[config.mk]
export PLATFORM = sky130hd
export DESIGN_NAME = wb_sequencer
export DESIGN_NICKNAME = d
export VERILOG_FILES = /design/src/rtl/wb_sequencer.sv
export SDC_FILE = /design/constraint.sdc
export NUM_CORES = 1
export LEC_CHECK = 0
export CAP_MARGIN = 20
export CORE_MARGIN = 2
export CORE_UTILIZATION = 45
export CTS_BUF_LIST = sky130_fd_sc_hd__clkbuf_4 sky130_fd_sc_hd__clkbuf_8 sky130_fd_sc_hd__clkbuf_16
export CTS_CLUSTER_DIAMETER = 150
export DETAILED_ROUTE_END_ITERATION = 7
export PLACE_DENSITY = 0.8
export SETUP_SLACK_MARGIN = 0.15
export SKIP_LAST_GASP = 1
export SLEW_MARGIN = 10
export SYNTH_ARGS = -nofsm -noshare
export SYNTH_HDL_FRONTEND = slang
export SYNTH_SLANG_ARGS = --single-unit
[constraint.sdc]
create_clock -name clk_i -period 2.5 [get_ports clk_i]
set_clock_uncertainty 0.15 [all_clocks]
set_input_delay 0.25 -clock clk_i [delete_from_list [all_inputs] [get_ports clk_i]]
set_output_delay 0.25 -clock clk_i [all_outputs]
set_load 0.01 [all_outputs]
[src/rtl/wb_sequencer.sv]
// Y86 write-back sequencer: serialises the valE and valM register writes through one RF port.
// Optional retirement counter on retired_o, enabled by defining WB_RETIRE_CNT_EN.
module wb_sequencer (
    input  logic        clk_i,
    input  logic        rst_n_i,
    input  logic        valid_i,
    output logic        ready_o,
    input  logic [3:0]  icode_i,
    input  logic [3:0]  rA_i,
    input  logic [3:0]  rB_i,
    input  logic        cnd_i,
    input  logic [63:0] valE_i,
    input  logic [63:0] valM_i,
    input  logic [1:0]  stat_i,
    output logic        rf_we_o,
    output logic [3:0]  rf_waddr_o,
    output logic [63:0] rf_wdata_o,
    output logic        done_o,
    output logic [1:0]  stat_o,
    output logic        halted_o
`ifdef WB_RETIRE_CNT_EN
    ,
    output logic [31:0] retired_o
`endif
);

    localparam logic [3:0] REG_NONE = 4'hF;
    localparam logic [3:0] REG_RSP  = 4'h4;

    typedef enum logic [2:0] {
        S_IDLE,
        S_WR_E,
        S_WR_M,
        S_DONE,
        S_HALT
    } state_t;

    state_t      r_state;
    logic [3:0]  r_dstM;
    logic [63:0] r_valM;
    logic [1:0]  r_stat;
    logic        r_ready;
    logic        r_we;
    logic [3:0]  r_waddr;
    logic [63:0] r_wdata;
    logic        r_done;
    logic        r_halted;
    logic [3:0]  w_dstE;
    logic [3:0]  w_dstM;

    always_comb begin
        w_dstE = REG_NONE;
        w_dstM = REG_NONE;
        case (icode_i)
            4'h2:                      w_dstE = cnd_i ? rB_i : REG_NONE;
            4'h3, 4'h6:                w_dstE = rB_i;
            4'h8, 4'h9, 4'hA, 4'hB:    w_dstE = REG_RSP;
            default:                   w_dstE = REG_NONE;
        endcase
        if (icode_i == 4'h5 || icode_i == 4'hB) begin
            w_dstM = rA_i;
        end
    end

    // Outputs are registered for the state being entered, so reset clears any write at once.
    always_ff @(posedge clk_i or negedge rst_n_i) begin
        if (!rst_n_i) begin
            r_state  <= S_IDLE;
            r_dstM   <= REG_NONE;
            r_valM   <= '0;
            r_stat   <= 2'b00;
            r_ready  <= 1'b1;
            r_we     <= 1'b0;
            r_waddr  <= REG_NONE;
            r_wdata  <= '0;
            r_done   <= 1'b0;
            r_halted <= 1'b0;
        end else begin
            r_we    <= 1'b0;
            r_waddr <= REG_NONE;
            r_wdata <= '0;
            r_done  <= 1'b0;
            case (r_state)
                S_IDLE: begin
                    if (valid_i) begin
                        r_dstM  <= w_dstM;
                        r_valM  <= valM_i;
                        r_stat  <= stat_i;
                        r_ready <= 1'b0;
                        if (stat_i != 2'b00) begin
                            r_state  <= S_HALT;
                            r_halted <= 1'b1;
                        end else if (w_dstE != REG_NONE) begin
                            r_state <= S_WR_E;
                            r_we    <= 1'b1;
                            r_waddr <= w_dstE;
                            r_wdata <= valE_i;
                        end else if (w_dstM != REG_NONE) begin
                            r_state <= S_WR_M;
                            r_we    <= 1'b1;
                            r_waddr <= w_dstM;
                            r_wdata <= valM_i;
                        end else begin
                            r_state <= S_DONE;
                            r_done  <= 1'b1;
                        end
                    end
                end
                S_WR_E: begin
                    if (r_dstM != REG_NONE) begin
                        r_state <= S_WR_M;
                        r_we    <= 1'b1;
                        r_waddr <= r_dstM;
                        r_wdata <= r_valM;
                    end else begin
                        r_state <= S_DONE;
                        r_done  <= 1'b1;
                    end
                end
                S_WR_M: begin
                    r_state <= S_DONE;
                    r_done  <= 1'b1;
                end
                S_DONE: begin
                    r_state <= S_IDLE;
                    r_ready <= 1'b1;
                end
                S_HALT: begin
                    r_ready  <= 1'b0;
                    r_halted <= 1'b1;
                end
                default: begin
                    r_state <= S_IDLE;
                    r_ready <= 1'b1;
                end
            endcase
        end
    end

`ifdef WB_RETIRE_CNT_EN
    logic [31:0] r_retired;

    // Halting instructions never pass through DONE, so they are not counted.
    always_ff @(posedge clk_i or negedge rst_n_i) begin
        if (!rst_n_i) begin
            r_retired <= '0;
        end else if (r_state == S_DONE) begin
            r_retired <= r_retired + 32'd1;
        end
    end

    assign retired_o = r_retired;
`endif

    assign ready_o    = r_ready;
    assign rf_we_o    = r_we;
    assign rf_waddr_o = r_waddr;
    assign rf_wdata_o = r_wdata;
    assign done_o     = r_done;
    assign stat_o     = r_stat;
    assign halted_o   = r_halted;

endmodule
Yosys cells after proc, flatten, opt, wreduce, memory -nomap -nowiden:

Cells that the tools add are included.

* equality and inequality tests: 16
* mux-type cells: 38
* bitwise gates (word level): 2
* reductions and logical operators: 11

Operator list (count)
* 2-to-1 mux 64 bit: 5
* case mux 64 bit (2 select lines): 1
* 2-to-1 mux 4 bit: 7
* == test 4 bit, second input constant: 4
* 2-to-1 mux 1 bit: 15
* inequality test 4 bit, second input constant: 3
* case mux 3 bit (4 select lines): 1
* case mux 4 bit (3 select lines): 1
* == test 4 x 2 -> 1 bit, second input constant: 2
* == test 4 x 3 -> 1 bit, second input constant: 2
* case mux 4 bit (2 select lines): 1
* 2-to-1 mux 3 bit: 2
* case mux 1 bit (3 select lines): 2
* AND reduction 2 bit: 3
* inequality test 2 bit, second input constant: 2
* case mux 1 bit (2 select lines): 2
* nonzero test 2 bit: 2
* OR reduction 2 bit: 2
* OR reduction 4 bit: 1
* == test 3 x 1 -> 1 bit, second input constant: 1
* == test 3 x 2 -> 1 bit, second input constant: 1
* == test 3 bit, second input constant: 1
* zero test 3 bit: 1
* AND reduction 3 bit: 1
* 3 further kinds: 4

* register bits: 145
* input port bits: 146
* output and inout bits: 74
* logic and storage cells: 77

Logic depth before layout (Yosys ltp):

Gate-level depths: netlist of the first run.

* depth after elaboration: 9
* mapped depth: 8
* depth with buffers taken out: 4

Worst setup path before layout of the first run:

OpenSTA, ideal clock, no wires.

* path type: input-to-reg
* from: input port icode_i[3]
* to: register r_wdata[0], in the netlist rf_wdata_o[0]
* library setup time: 126 ps
* arrival time: 1820 ps
* data required time: 2224 ps
* slack: 404 ps
* stages on the path: 7
* path buffers: 3
* cells stage by stage: buf_6 -> o21a_1 -> or4_4 -> and4_4 -> buf_6 -> buf_6 -> a221o_1

* cells in the longest elaborated chain, start to end: 9
* elaborated cells on any way between the ends: 20
* those cells by class: eq/ne: 10; mux: 7; reduce/logical: 3

Ends and longest elaborated chain
* from (decl): RTL line 8 `input logic [3:0] icode_i,`
* parallel branches: the longest is 5 deep, another holds == test 4 bit
* 2-to-1 mux 64 bit (*): RTL line 93 `end else if (w_dstE != REG_NONE) begin`
* 2-to-1 mux 64 bit (*): RTL line 90 `if (stat_i != 2'b00) begin`
* 2-to-1 mux 64 bit (*): RTL line 85 `if (valid_i) begin`
* case mux 64 bit (2 select lines) (*): RTL line 83 `case (r_state)`
* to (signal assigned): RTL line 97 `r_wdata <= valE_i;`
* to (signal assigned): RTL line 102 `r_wdata <= valM_i;`
* to (signal assigned): RTL line 114 `r_wdata <= r_valM;`
* to (decl): RTL line 45 `logic [63:0] r_wdata;`

Mark *: on every way between the ends.
A chain may end at the register's enable or synchronous reset.

Worst setup path in the final report of the first run:

* from: input port icode_i[3]
* to: register r_wdata[13], in the netlist rf_wdata_o[13]

Same word-level chain as after synthesis.

==> flow_summary.ini, run 1 <==
[layout]
final_util_pct = 69.77
area_growth_syn_to_layout_pct = 50.91
finish.instance_area_um2 = 9239
n_antenna_cell = 0
final_cell_mix = clkdlybuf4s50_1 (218), dfrtp_1 (136), mux2_2 (66)
stdcell_count = 867
final_common_cell = clkdlybuf4s50_1
nNetsFinal = 824
drive_gt1_share_pct = 19.68

[power]
power_switching_share_pct = 22.45
p_seq_share_pct = 46.2
power-per-cell-area_nw_per_um2 = 749.0
p_leak_uw = 0.003944
pwr-share-comb_pct = 14.5
p_int_uw = 5366
p_sw_uw = 1553
ir_worst_vdd_mv = 0.4650
pwr-share-clk_pct = 39.3

[sta]
timing.slew.headroom_pct = 60.93
finalHoldViolations = 0
setup_tns_ps = 0
setup_slack_ps = 307.9
period_needed_ps = 2192
rsz0062_at_grt = false
clock.fmax_ghz = 0.4562
tightestPinTransition_ps = 586.0
timing.final.crit_share_pct = 87.68
setup_viol = 0
slew_viol_final = 0

[logic_synthesis]
synth_area_per_cell_um2 = 13.57
synth_fa_ha_area_share_pct = 0
synth_warnings = 0
synth_compound_area_share_pct = 14.08
netlist_area_um2 = 6122
yosys.area_share.simple_pct = 10.42
syn-num-nets = 597
synth-xor-area-share_pct = 0.1431
syn_inst = 451
synth_cell_types = 44
synth_top_family_by_area = compound AO/OA/AOI/OAI gates
ys_seq_area_share_pct = 59.45
synth_seq_cells = 145
synthFlopType = dfrtp_1
synth_mux_area_share_pct = 12.14
synth-async-reset-ratio_pct = 100.0
synth-edff-count = 0

[place]
numPortBuffers = 219
place_congestion = 0.9527
dp_slack_ps = -119.7
dp_hpwl_um = 10600
place_area_um2 = 8589
place_inst = 834

[cts]
root_buffer = clkbuf_16
insertion_delay_ps = 410
cts_buffers = 17
ctsResizeCount = 0
htree_num_levels = 4
post_cts_buffers = 0
path_clk_slew_ps = 60
cts_sinks = 145
cts_tree = done
clk_path_buf_depth = 2

[floorplan]
dieHeight_um = 120.6
io_pins = 220
die-area_um2 = 14550
core_um2 = 13240
rows = 42
initial_utilization_pct = 46.23
die_w_um = 120.6

[route]
vias_per_cell = 5.388
dr.pass1.iters = 4
remaining_drc_errors = 0
wire_per_inst_um = 17.65
drt_wl_total_um = 15310
initialDrtViolationCount = 207
vias = 4671
antenna_left = 0

[setup_path]
cp.arrival_ps = 2330
required_ps = 2640
r2r_cells = 5
worstSetupPathType = in2reg
cp_max_fo = 20
cp-start-kind = primary input
endpoint_kind = flip-flop

[grt]
grt_pass1_vias = 4801
grt_antenna_before_repair = 1
overflow = 0
grt_max_degree = 66
grt_usage_pct = 21.68
grt_pass1_wl_um = 24320

[min_path]
hold_class = in2async

[job]
cap_violations = 0

[outcome]
status = finished, final reports clean
per-stage QoR:
stage	hold slack [ps]	total power (uW)
finish	241.4	6920
global route	281.9	7240
CTS	253.9	6977
detailed placement	123.2	4232
global placement	117.6	4144
floorplan	-195.6	3699
area by class of cell:
type	instances	area, um2
repair buffers	241	2449
clock inverters	15	214.0
clock buffers	17	425.4
well taps	176	220.2
flip-flops and latches	145	3640
inverters	4	15.01
fillers	948	4004
multi-input cells	269	2276
cells in the mapped netlist (2+ instances only):
master / count / area (um2)
o31ai_1: 2 / 15.01
dfrtp_1: 136 / 3403
nor2_1: 20 / 75.07
a21oi_1: 9 / 45.04
a221o_1: 64 / 640.6
buf_2: 7 / 35.03
o21ai_0: 2 / 10.01
a211oi_1: 4 / 30.03
and2_1: 65 / 406.6
nor4_1: 2 / 12.51
or2_2: 2 / 12.51
nor3_1: 2 / 10.01
inv_1: 4 / 15.01
mux2_2: 66 / 743.2
nand3_1: 2 / 10.01
o211a_1: 3 / 30.03
a311oi_1: 2 / 17.52
buf_4: 6 / 45.04
clkbuf_1: 12 / 45.04
o22ai_1: 2 / 12.51
dfstp_2: 9 / 236.5
buf_6: 8 / 90.09
metal layers:
metal / GRT usage [%] / up-vias / part of all wire (%)
met5: 0 / - / 0.072
met4: 7.631 / 2 / 1.5
met3: 5.377 / 19 / 6.2
met2: 37.15 / 176 / 52
met1: 26.71 / 2328 / 41
li1: - / 2146 / -
final timing paths:
check / from / endpoint / slack (ps)
min in group clk_i: valE_i[59] / rf_wdata_o[59] / 300
worst min register to register: halted_o / halted_o / 330
worst min-delay path: rst_n_i / rf_wdata_o[33] / 240
worst max register to register: r_state[0] / rf_wdata_o[5] / 370
max in group asynchronous: rst_n_i / rf_wdata_o[4] / 1160
worst max-delay path: icode_i[3] / rf_wdata_o[13] / 310
worst max-delay path, stage by stage:
cell,delay (ps)
clkdlybuf4s50_1,530
o21a_1,250
or4_4,580
and4_4,240
buf_12,160
a221o_1,310
registers in the layout (all words and copies together) (netlist names):
| signal | cells |
|---|---|
| r_state | 3 |
| r_valM | 64 |
| rf_wdata_o | 64 |
| rf_we_o | 1 |
| stat_o | 2 |
| rf_waddr_o | 4 |
| ready_o | 1 |
| done_o | 1 |
| r_dstM | 4 |
| halted_o | 1 |
power by group through the flow:
stage               Clock, uW  Sequential, uW  Combinational (uW)
floorplan                   0            3150                 550
global placement            0            3180                 963
detailed placement          0            3220                1010
CTS                      2770            3190                1020
global route             2880            3270                1100
finish                   2720            3200                1000
timing repair:
action | 4_1_cts | 5_1_grt
hold endpoints to repair | 63 | 0
hold buffers | 1 | 0
endpoints found under the setup margin | 0 | 0
cell families after synthesis:
family | count (synthesis)
xor gates and xnor gates | 1
and+or+nand+nor | 106
muxes | 66
buffers and inverters | 37
AOI/OAI and AO/OA | 96
DFF | 145
No activity file was read; power rests on OpenSTA's default activity.
==> run 2: changes to the inputs <==
--- a/config.mk
+++ b/config.mk
@@ -5,7 +5,6 @@
 export SDC_FILE = /design/constraint.sdc
 export NUM_CORES = 1
 export LEC_CHECK = 0
-export CAP_MARGIN = 20
 export CORE_MARGIN = 2
 export CORE_UTILIZATION = 45
 export CTS_BUF_LIST = sky130_fd_sc_hd__clkbuf_4 sky130_fd_sc_hd__clkbuf_8 sky130_fd_sc_hd__clkbuf_16
==> results of run 2 <==
No change in the layout: final DEF, timing and power equal those of run 1.
